`config.mk`:
```
export PLATFORM = sky130hd
export DESIGN_NAME = mbox_req_ctl
export DESIGN_NICKNAME = d
export VERILOG_FILES = /design/src/rtl/mbox_req_ctl.sv
export SDC_FILE = /design/constraint.sdc
export NUM_CORES = 1
export LEC_CHECK = 0
export ABC_AREA = 1
export CAP_MARGIN = 20
export CORE_UTILIZATION = 35
export DETAILED_ROUTE_END_ITERATION = 8
export GPL_TIMING_DRIVEN = 1
export HOLD_SLACK_MARGIN = 0.1
export PLACE_DENSITY_LB_ADDON = 0.15
export SLEW_MARGIN = 20
export SYNTH_ARGS = -nofsm -noshare
export SYNTH_HDL_FRONTEND = slang
export SYNTH_SLANG_ARGS = --single-unit
```
`constraint.sdc`:
```
create_clock -name clk -period 12.91 [get_ports clk]
set_clock_uncertainty 0.05 [all_clocks]
set_input_delay 2.582 -clock clk [delete_from_list [all_inputs] [get_ports clk]]
set_output_delay 2.582 -clock clk [all_outputs]
set_load 0.02 [all_outputs]
```
`src/rtl/mbox_req_ctl.sv`:
```
// mbox_req_ctl: EBOX-to-memory request controller with a fast-AC file, NXM timeout and read-pause-write interlock.
module mbox_req_ctl #(
    parameter int TIMEOUT = 64
) (
    input  logic         clk,
    input  logic         reset,
    input  logic         eboxReq,
    input  logic         eboxRead,
    input  logic         eboxWrite,
    input  logic         eboxPSE,
    input  logic         vmaACRef,
    input  logic [13:35] eboxVMA,
    input  logic [0:35]  cacheDataWrite,
    output logic [0:35]  cacheDataRead,
    output logic         mboxRespIn,
    output logic         mboxBusy,
    output logic         memReq,
    output logic         memWrite,
    output logic [13:35] memAdr,
    output logic [0:35]  memDataOut,
    input  logic [0:35]  memDataIn,
    input  logic         memAck,
    output logic         memLock,
    output logic         nxmErr
);
    localparam int CW = $clog2(TIMEOUT + 1);
    localparam logic [CW-1:0] CNT_LAST = CW'(TIMEOUT - 1);

    typedef enum logic [2:0] {IDLE, AC, MEMWAIT, RESP, PSE_HOLD} state_t;

    state_t          state, state_n;
    logic [CW-1:0]   cnt;
    logic            wr_q;
    logic            pse_q;
    logic [0:35]     ac_file [16];
    logic            accept;
    logic            pse_wr;
    logic            pse_rd;
    logic            timeout;
    logic            unused_ok;

    // A request with neither read nor write set completes as a read, so eboxRead carries no extra information.
    assign unused_ok = eboxRead;

    assign accept  = state == IDLE && eboxReq;
    assign pse_wr  = state == PSE_HOLD && eboxReq && eboxWrite;
    assign pse_rd  = eboxPSE && !eboxWrite && !vmaACRef;
    assign timeout = state == MEMWAIT && !memAck && cnt == CNT_LAST;

    assign mboxBusy   = state != IDLE;
    assign memReq     = state == MEMWAIT;
    assign memWrite   = memReq && wr_q;
    assign mboxRespIn = state == AC || state == RESP;

    always_comb begin
        state_n = state;
        case (state)
            IDLE:     if (eboxReq) state_n = vmaACRef ? AC : MEMWAIT;
            AC:       state_n = IDLE;
            MEMWAIT:  if (memAck || cnt == CNT_LAST) state_n = RESP;
            RESP:     state_n = pse_q ? PSE_HOLD : IDLE;
            PSE_HOLD: if (eboxReq && eboxWrite) state_n = MEMWAIT;
            default:  state_n = IDLE;
        endcase
    end

    always_ff @(posedge clk) begin
        if (reset) begin
            state         <= IDLE;
            cnt           <= '0;
            wr_q          <= 1'b0;
            pse_q         <= 1'b0;
            memLock       <= 1'b0;
            nxmErr        <= 1'b0;
            cacheDataRead <= '0;
            memAdr        <= '0;
            memDataOut    <= '0;
        end else begin
            state  <= state_n;
            nxmErr <= timeout;
            cnt    <= (state == MEMWAIT && state_n == MEMWAIT) ? cnt + 1'b1 : '0;
            if (accept) begin
                memAdr     <= eboxVMA;
                memDataOut <= cacheDataWrite;
                wr_q       <= eboxWrite;
                pse_q      <= pse_rd;
                memLock    <= pse_rd;
                if (vmaACRef && !eboxWrite) cacheDataRead <= ac_file[eboxVMA[32:35]];
            end
            // The write half of a read-pause-write reuses the address latched by the read.
            if (pse_wr) begin
                memDataOut <= cacheDataWrite;
                wr_q       <= 1'b1;
                pse_q      <= 1'b0;
            end
            if (state == MEMWAIT && state_n == RESP && !wr_q) cacheDataRead <= memAck ? memDataIn : '0;
            if (state == RESP && !pse_q) memLock <= 1'b0;
        end
    end

    always_ff @(posedge clk) begin
        if (!reset && state == AC && wr_q) ac_file[memAdr[32:35]] <= memDataOut;
    end
endmodule

```
Word-level counts from Yosys, hierarchy flattened
Memory sizes are Yosys's and may differ from the RTL's.
Cells that the tools add are included.
Word-level totals
  bits of input ports: 103
  memories: 1
  logic and storage cells: 68
  output and inout port bits: 101
  memory bits (writable): 576
  register bits after elaboration: 109
Memories
  ac_file: words 16, bits a word 36, rd ports 1, clocked after Yosys merged registers in 0, write ports 1, line 35  | logic [0:35] ac_file [16];
Operators by class
  mux-type cells: 16
  equality and inequality tests: 7
  reduce and logical (&&, ||, !) cells: 33
  $add $sub $neg: 1
  bitwise logic cells: 1
Operator list (count)
  36-bit 2-to-1 mux: 6
  1-bit logical AND: 16
  3-bit by 2-bit equality test with 1-bit output (second input constant): 4
  3-bit 2-to-1 mux: 4
  3-bit case mux with 4 select lines: 1
  7-bit by 1-bit adder with 7-bit output (second input constant): 1
  7-bit by 6-bit equality test with 1-bit output (second input constant): 1
  1-bit zero test: 6
  2-bit nonzero test: 3
  2-bit OR reduction: 3
  1-bit 2-to-1 mux: 4
  3-bit by 1-bit equality test with 1-bit output (second input constant): 1
  3-bit equality test (second input constant): 1
  3-bit zero test: 1
  3-bit nonzero test: 1
  1-bit logical OR: 2
  2-bit 2-to-1 mux: 1
  2-bit AND reduction: 1
  1-bit inverter: 1

Longest topological paths before layout
Gate-level depths: netlist (run 1).
  depth in word-level cells: 9
  depth in mapped cells: 12
  mapped depth without buffers: 10

Least setup slack after synthesis (run 1)
Ideal clock, no wire load.
  path kind: input-to-reg
  start: in reset
  end: mem ac_file[3][0] (netlist name) (enable)
  arrival time: 5.752 ns
  setup slack: 6.634 ns
  path buffers: 1
  setup time: 0.474 ns
  stages: 6
  required time: 12.386 ns
  cell sequence: clkbuf_1 -> nor2_1 -> nand3_1 -> inv_1 -> nand3_1 -> nor3_1
Between the ends
  longest elaborated chain between the ends: 5
RTL lines
  start: declaration: line 6  | input logic reset,
  1-bit zero test: line 102  | if (!reset && state == AC && wr_q) ac_file[memAdr[32:35]] <= memDataOut;
  1-bit logical AND (2 in series): line 102
  1-bit 2-to-1 mux: line 102
  1-bit 2-to-1 mux (not written as such): line 102
  end: declaration: line 35
Every way passes these cells.

Worst setup path in the final report (run 1)
  start: reg state[1]
  end: out memWrite
Between the ends
  longest elaborated chain between the ends: 2
RTL lines
  start: declaration: line 31  | state_t state, state_n;
  start signal: assignment: line 79  | state <= state_n;
  3-bit by 2-bit equality test with 1-bit output: line 51  | assign memReq = state == MEMWAIT;
  1-bit logical AND: line 52  | assign memWrite = memReq && wr_q;
  end: declaration: line 18  | output logic memWrite,
Every way passes these cells.

==> flow_summary_export.csv, run 1 <==
group,metric,value,unit
synth,yosys_most_used_dff,"edfxtp_1",
die,dieArea,80200,um2
grt,grt.overflow.total,0,
pwr,finalPower,5.04,mW
timing,slew_violations,0,
worst_hold_path,hp-class,"reg2reg",
timing,tns,0,ps
synth,async_reset_ff_share,0,%
layout,mostFrequentLayoutCell,"edfxtp_1",
timing,period_needed,5140,ps
layout,final_cells,3809,
clocking,clockRootBuffer,"clkbuf_16",
drt,wl_per_cell,20.5,um
pwr,irDropWorstVdd,0.0000901,V
die,coreArea,77800,um2
timing,worst_pin_slew,1110,ps
drt,drc,0,
worst_setup_path,cpLargestDelayFamily,"buffers and inverters",
clocking,ctsHoldBuffers,0,
die,start_util,35.5,%
placed_design,place_inst,3665,
grt,grt_use_total,19.4,%
layout,ff_latch_area,19500,um2
timing,slew_headroom,26.1,%
pwr,power_density,152,nW/um2
layout,diodes,0,
timing,hold_viol,0,
layout,finish.utilization,42.5,%
timing,setup_slack,7770,ps
timing,setup_viol,0,
synth,synth_edf_count,576,
grt,grt_max_degree,212,
layout,final_cell_mix,"576 x edfxtp_1, 565 x nor2_1, 324 x nand2_1, 229 x o21ai_0, 198 x clkdlybuf4s50_1",
grt,grt_pass1_wl,117000,um
worst_setup_path,worst-path-buf-inv,4,
synth,synth.distinct_cells,28,
drt,dr_wl_met3,3310,um
worst_setup_path,criticalPathCategory,"reg2out",
drt,wl_met2,39700,um
clocking,clock_sinks,685,
drt,dr.pass1.iters,5,
clocking,cts_tree,"done",
die,die_h,283,um
layout,syn_to_final_growth,19.7,%
clocking,postCtsSetupBuffers,0,
placed_design,post-place-ws,7180,ps
synth,ys_warn_count,0,
worst_setup_path,worstPathArrival,2510,ps
synth,netlist_area,27700,um2
drt,totalWireLength,78100,um
run_status,status,"completed",
clocking,ctsLongestPathBuffers,3,
die,rows,102,
drt,drtIter0Drc,1510,
worst_setup_path,critPathSlowestCell,"clkdlybuf4s50_1",
placed_design,dpl.hpwl,40200,um
grt,grt_pass1_vias,18500,
worst_setup_path,worstPathCellList,"inv_2, nor3_4, buf_4, inv_1, nor2_1, clkdlybuf4s50_1",
timing,rsz0062_at_grt,"no",
clocking,clkTransAtPathRegs,60,ps
placed_design,placed_cell_area,30700,um2
timing,holdWs,395,ps
layout,multi_input_area,7010,um2
worst_setup_path,critPathMaxStageDelay,620,ps
placed_design,numPortBuffers,202,
drt,drt-met1-wl,33000,um
pwr,p_leak,12.0,nW
synth,syn_inst,2548,
timing,finalCritPeriodShare,39.8,%
worst_setup_path,required,10280,ps
layout,drive_above_1_share,6.39,%
synth,syn_avg_cell_area,10.9,um2
clocking,cts-resized-gates,0,
layout,fill_cells,7290,
layout,post-route-cell-area,33100,um2
drt,vias,19100,
drt,detail_route.vias_per_cell,5.00,
worst_setup_path,crit_fanout,41,
clocking,clk_latency,610,ps
drt,detail-route-antenna-nets,0,
die,die_w,283,um
die,ios,204,
layout,final_nets,2809,
timing,fmax,194,MHz
worst_setup_path,cp-start-kind,"flip-flop",
placed_design,gp_congestion,0.756,
worst_setup_path,end_kind,"output port",
clocking,h-tree-depth,3,
synth,seq_area_frac_synth,70.4,%
run,cap_violations,0,
synth,syn-num-nets,2652,
drt,top_layer,"met4",
grt,antenna_found_initial,0,
clocking,cts_buffers,77,
synth,synth-seq-cells,685,
==> layout make-up <==
| type | count | share of cell area (%) |
|---|---|---|
| multi-input cells | 1547 | 21.2 |
| inverters | 155 | 1.77 |
| well taps | 1040 | 3.93 |
| repair buffers | 239 | 7.02 |
| flip-flops and latches | 685 | 58.8 |
| clock inverters | 45 | 1.06 |
| clock buffers | 98 | 6.21 |
==> power breakdown <==
| part | internal (mW) | switching (mW) | total [mW] |
|---|---|---|---|
| registers | 2.46 | 0.0715 | 2.53 |
| logic | 0.156 | 0.272 | 0.428 |
| clock network | 1.20 | 0.884 | 2.08 |
==> registers in the layout (all words and copies together) (netlist names) <==
register / count
cacheDataRead: 36
pse_q: 1
memAdr: 23
memDataOut: 36
cnt: 7
memLock: 1
nxmErr: 1
state: 3
ac_file: 576
wr_q: 1
==> per-layer routing <==
layer / vias to the layer above / global-route usage, %
met4: 0 / 6.05
met2: 423 / 34.5
met3: 113 / 2.56
met5: - / 0
met1: 9419 / 24.6
li1: 9100 / -
==> kinds of logic after synthesis <==
group	synth area share, %
fa+ha+maj	0.0452
simple gates	16.9
buf+inv	4.67
compound gates	7.87
xor+xnor	0.127
flops	70.4
==> synth_stat cells, drive strengths merged, types with 2 or more instances <==
| cell | n | share of area [%] |
|---|---|---|
| xnor2 | 2 | 0.063 |
| nand2 | 324 | 4.4 |
| xor2 | 2 | 0.063 |
| o21ai | 261 | 4.7 |
| nand3 | 197 | 3.6 |
| dfxtp | 109 | 7.9 |
| o211ai | 70 | 1.9 |
| a21oi | 64 | 1.2 |
| clkbuf | 84 | 1.1 |
| clkinv | 2 | 0.027 |
| nor2 | 578 | 7.8 |
| inv | 153 | 2.1 |
| nor3 | 5 | 0.11 |
| edfxtp | 576 | 63 |
| nand4 | 37 | 0.84 |
| buf | 77 | 1.4 |
| nor4 | 3 | 0.068 |
==> final timing paths <==
| path | cells past startpoint | startpoint | endpoint | slack [ps] |
|---|---|---|---|---|
| setup reg to reg | 8 | wr_q | ac_file[12][27] | 9780 |
| hold / removal | 1 | cnt[0] | cnt[0] | 400 |
| hold reg to reg | 1 | cnt[0] | cnt[0] | 400 |
| setup / recovery | 6 | state[1] | memWrite | 7770 |
Note: power is estimated with default switching activity, not from simulation.
==> inputs of run 2 (changes only) <==
==> constraint.sdc (replaced) <==
create_clock -name clk -period 4.2 [get_ports clk]
set_clock_uncertainty 0.05 [all_clocks]
set_input_delay 0.84 -clock clk [delete_from_list [all_inputs] [get_ports clk]]
set_output_delay 0.84 -clock clk [all_outputs]
set_load 0.02 [all_outputs]
==> run 2 against run 1 <==
  * Sequential power grew to 3.1 times the previous value
  * First-iteration DRC count is 13% lower
  * Core utilization up 0.31 points
  * Sequential share of layout area is 0.43 points lower
  * Worst hold slack better by 5.8 ps
  * Non-clock buffer count is 25 higher
  * Count of clock-buffer cells in the layout up 11
  * Clock power grew to 3.0 times the previous value
  * Via count fell by 0.71%
  * Flip-flop and latch count unchanged
  * Global-route usage is 0.24 points lower
  * Critical path type unchanged
  * Highest routed layer unchanged
==> flow_summary_export.csv, run 2 (synthesis results as in run 1) <==
group,metric,value,unit
pwr,irDropWorstVdd,0.000282,V
layout,finish.utilization,42.8,%
timing,worst_pin_slew,1060,ps
layout,final_cells,3832,
worst_setup_path,startpoint,"state[1]",
layout,largest_reg_flops,576,
drt,drtIter0Drc,1309,
die,coreArea,77800,um2
timing,setup_viol,0,
layout,drive_above_1_share,7.13,%
placed_design,numPortBuffers,202,
timing,hold_viol,0,
pwr,p_seq_share,50.3,%
worst_setup_path,reg2regPathDepth,10,
clocking,cts_buffers,76,
timing,slew_headroom,29.5,%
die,die_h,283,um
grt,grt_pass1_wl,117000,um
clocking,clk_latency,620,ps
timing,fmax,311,MHz
clocking,h-tree-depth,3,
layout,diodes,0,
drt,dr.pass1.iters,7,
worst_setup_path,required,3310,ps
grt,grt_use_total,19.2,%
run,cap_violations,0,
timing,period_needed,3220,ps
pwr,p_switching,3.74,mW
drt,detail-route-antenna-nets,0,
placed_design,dpl.hpwl,42700,um
drt,vias,18900,
timing,slew_violations,0,
pwr,clkPwrFrac,40.9,%
die,rows,102,
worst_hold_path,min_path_cells,1,
layout,fill_cells,7359,
drt,wl_per_cell,20.1,um
pwr,power_density,463,nW/um2
timing,rsz0062_at_grt,"no",
layout,final_cell_mix,"576 x edfxtp_1, 565 x nor2_1, 324 x nand2_1, 229 x o21ai_0, 198 x clkdlybuf4s50_1",
worst_setup_path,r2r-start,"cnt[0]",
worst_hold_path,min-delay-start,"cnt[0]",
clocking,cts_tree,"done",
layout,mostFrequentLayoutCell,"edfxtp_1",
grt,grt_pass1_vias,18400,
die,dieArea,80200,um2
drt,drc,0,
timing,tns,0,ps
pwr,p_leak,12.2,nW
layout,final_nets,2833,
timing,finalCritPeriodShare,76.6,%
clocking,clkTransAtPathRegs,60,ps
grt,antenna_found_initial,1,
clocking,clock_sinks,685,
clocking,ctsHoldBuffers,0,
worst_setup_path,cp-start-kind,"flip-flop",
drt,totalWireLength,77100,um
layout,syn_to_final_growth,20.6,%
die,ios,204,
run_status,status,"completed",
pwr,finalPower,15.4,mW
pwr,swShare,24.2,%
grt,grt_max_degree,154,
die,die_w,283,um
clocking,cts-resized-gates,0,
clocking,clockRootBuffer,"clkbuf_16",
worst_hold_path,hp-class,"reg2reg",
pwr,p_comb_share,8.9,%
grt,grt.overflow.total,0,
worst_setup_path,end_kind,"output port",
pwr,power.internal,11.7,mW
die,start_util,35.5,%
worst_setup_path,crit_fanout,19,
clocking,postCtsSetupBuffers,0,
clocking,ctsLongestPathBuffers,3,
worst_setup_path,worstPathArrival,2330,ps
drt,detail_route.vias_per_cell,4.94,
placed_design,gp_congestion,0.767,
placed_design,place_inst,3691,
worst_setup_path,criticalPathCategory,"reg2out",
-- run 2: cell count changes in the layout (fill, tap and decap cells not counted), moves of 3 or more --
cell	change
buf_4	+16
clkinv_1	-9
clkbuf_1	+10
buf_12	+9
clkbuf_16	+3
inv_6	-3
-- run 2: through the flow --
| stage | hold slack (ps) | worst slack (ps) | cell area, um2 |
|---|---|---|---|
| finish | 401 | 981 | 33400 |
| global placement | 382 | 673 | 31000 |
| CTS | 404 | 937 | 33300 |
| detailed placement | 390 | 641 | 31000 |
| floorplan | 368 | -334 | 27700 |
| global route | 421 | 643 | 33400 |
-- run 2: critical path, stage by stage (launching register included) --
cell and delay (ps):
dfxtp_1 400, inv_2 80, nor3_4 140, buf_4 260
inv_1 120, nor2_1 100, clkdlybuf4s50_1 610
-- run 2: layout make-up --
cell class	count	area, um2	area share (%)
multi-input cells	1547	7010	21.0
well taps	1040	1300	3.90
clock inverters	32	224	0.672
flip-flops and latches	685	19500	58.4
clock buffers	109	2140	6.42
inverters	155	587	1.76
repair buffers	264	2610	7.82
-- run 2: final timing paths --
check                     end  slack [ps]
min reg2reg            cnt[0]         400
max reg2reg  cacheDataRead[9]        1090
min                    cnt[0]         400
max                  memWrite         980
-- run 2: per-layer routing --
| layer | share of wire (%) | wire length (um) | global-route usage [%] | vias up |
|---|---|---|---|---|
| li1 | - | - | - | 9143 |
| met1 | 45 | 34600 | 25.9 | 9278 |
| met2 | 48 | 37300 | 31.8 | 393 |
| met3 | 3.9 | 2990 | 2.81 | 106 |
| met4 | 2.9 | 2230 | 6.12 | 0 |
| met5 | 0 | 0 | 0 | - |
-- run 2: power by group through the flow --
stage	logic (mW)	clock network [mW]	registers, mW
2_1_floorplan	0.634	0	7.97
6_report	1.37	6.31	7.76
5_1_grt	1.50	6.73	7.79
4_1_cts	1.39	6.47	7.76
3_3_place_gp	1.37	0	7.89
3_5_place_dp	1.39	0	7.91
==> inputs of run 3 (changes only) <==
==> constraint.sdc (replaced) <==
create_clock -name clk -period 3.1 [get_ports clk]
set_clock_uncertainty 0.05 [all_clocks]
set_input_delay 0.62 -clock clk [delete_from_list [all_inputs] [get_ports clk]]
set_output_delay 0.62 -clock clk [all_outputs]
set_load 0.02 [all_outputs]
==> run 3 against run 2 <==
  * Core utilization up 0.88 points
  * Die area unchanged
  * Register-to-register slack worse by 470 ps
  * Global-route usage up 0.54 points
  * Critical path type unchanged
  * Highest routed layer unchanged
==> flow_summary_export.csv, run 3 (synthesis results as in run 1) <==
group,metric,value,unit
worst_setup_path,cpLargestDelayFamily,"flip-flops",
timing,fmax,350,MHz
worst_setup_path,r2r_end,"ac_file[11][5]",
worst_setup_path,worstPathArrival,2180,ps
timing,period_needed,2850,ps
drt,wl_met2,39000,um
timing,rsz0062_at_grt,"no",
worst_setup_path,startpoint,"memDataOut[28]",
clocking,cts-resized-gates,0,
clocking,clkTransAtPathRegs,60,ps
worst_setup_path,worstPathCellList,"clkdlybuf4s50_1",
layout,syn_to_final_growth,23.1,%
placed_design,placed_cell_area,31600,um2
drt,vias,19300,
worst_hold_path,hp-class,"reg2reg",
placed_design,gp_congestion,0.803,
drt,top_layer,"met4",
clocking,clock_sinks,685,
grt,grt.overflow.total,0,
placed_design,post-place-ws,136,ps
timing,hold_viol,0,
die,coreArea,77800,um2
die,dieArea,80200,um2
drt,dr_wl_met3,3370,um
clocking,postCtsSetupBuffers,0,
layout,diodes,0,
clocking,h-tree-depth,3,
timing,finalCritPeriodShare,92.1,%
pwr,irDropWorstVdd,0.000394,V
drt,drt-met1-wl,35500,um
worst_setup_path,crit_path_end,"memDataOut[28]",
die,start_util,35.5,%
drt,dr.pass1.iters,5,
grt,antenna_found_initial,1,
worst_setup_path,critPathMaxStageDelay,820,ps
grt,grt_max_degree,89,
timing,slew_violations,0,
worst_setup_path,reg2regPathDepth,8,
worst_setup_path,reg2reg_setup_slack,620,ps
worst_setup_path,crit_fanout,18,
worst_setup_path,end_kind,"output port",
die,die_w,283,um
drt,totalWireLength,79600,um
worst_setup_path,path_depth,1,
placed_design,dpl.hpwl,46800,um
clocking,clockRootBuffer,"clkbuf_16",
worst_setup_path,cp-start-kind,"flip-flop",
layout,largest_reg_flops,576,
layout,final_cell_mix,"576 x edfxtp_1, 565 x nor2_1, 324 x nand2_1, 229 x o21ai_0, 198 x clkdlybuf4s50_1",
layout,final_nets,2868,
worst_setup_path,r2r-start,"state[0]",
drt,drtIter0Drc,1472,
timing,setup_slack,246,ps
run_status,status,"completed",
worst_setup_path,worst-path-buf-inv,1,
worst_setup_path,required,2430,ps
run,cap_violations,0,
layout,fill_cells,7359,
drt,detail-route-antenna-nets,0,
die,rows,102,
drt,drc,0,
layout,post-route-cell-area,34000,um2
pwr,power_density,628,nW/um2
worst_setup_path,criticalPathCategory,"reg2out",
grt,grt_pass1_wl,120000,um
grt,grt_pass1_vias,18800,
placed_design,numPortBuffers,202,
die,ios,204,
clocking,cts_tree,"done",
clocking,cts_buffers,78,
timing,worst_pin_slew,771,ps
clocking,clk_latency,630,ps
pwr,p_leak,12.5,nW
grt,grt_use_total,19.7,%
clocking,ctsHoldBuffers,0,
layout,ff_latch_area,19500,um2
timing,setup_viol,0,
drt,wl_per_cell,20.6,um
layout,multi_input_area,7020,um2
die,die_h,283,um
layout,mostFrequentLayoutCell,"edfxtp_1",
clocking,ctsLongestPathBuffers,3,
timing,slew_headroom,48.5,%
layout,drive_above_1_share,8.35,%
drt,detail_route.vias_per_cell,4.99,
worst_setup_path,critPathSlowestCell,"dfxtp_1",
run 3: changes by cell type in the layout (fill, tap and decap cells not counted), sizes merged:
cell	change
bufinv	+3
inv	+4
clkinvlp	-4
clkinv	+10
clkbuf	-10
buf	+33
run 3: worst min path at each step:
| stage | end | startpoint | slack, ps | depth (start not counted) |
|---|---|---|---|---|
| 5_1_grt | cnt[0] | cnt[0] | 430 | 1 |
| 3_3_place_gp | cnt[0] | cnt[0] | 380 | 1 |
| 2_1_floorplan | cnt[0] | cnt[0] | 370 | 1 |
| 6_report | cnt[0] | cnt[0] | 400 | 1 |
| 3_5_place_dp | cnt[0] | cnt[0] | 400 | 1 |
| 4_1_cts | cnt[0] | cnt[0] | 400 | 1 |
run 3: metal layers:
metal,global-route usage (%),vias to the layer above
li1,-,9227
met1,26.7,9509
met2,33.2,441
met3,2.88,107
met4,5.04,0
met5,0,-
run 3: area by class of cell:
type                            instances  area share, %
Tap cell                             1040           3.82
Clock buffer                           99           6.27
Multi-Input combinational cell       1547           20.6
Timing Repair Buffer                  297           9.34
Sequential cell                       685           57.2
Clock inverter                         45          0.989
Inverter                              155           1.72
run 3: report_power, final:
part	total (mW)	switching (mW)	internal, mW
Clock	8.90	3.69	5.21
Combinational	2.07	1.33	0.734
Sequential	10.4	0.162	10.3
Total	21.4	5.19	16.2
run 3: stage by stage:
| step | TNS [ps] | total power, mW | utilization [%] | std cells | hold WS [ps] |
|---|---|---|---|---|---|
| 2_1_floorplan | -68830 | 11.7 | - | 2548 | 368 |
| 3_3_place_gp | 0 | 12.7 | 40.6 | 3724 | 381 |
| 3_5_place_dp | 0 | 12.7 | 40.6 | 3724 | 397 |
| 4_1_cts | 0 | 21.6 | 43.7 | 3868 | 404 |
| 5_1_grt | 0 | 22.1 | 43.7 | 3868 | 428 |
| 6_report | 0 | 21.4 | 43.7 | 3868 | 402 |
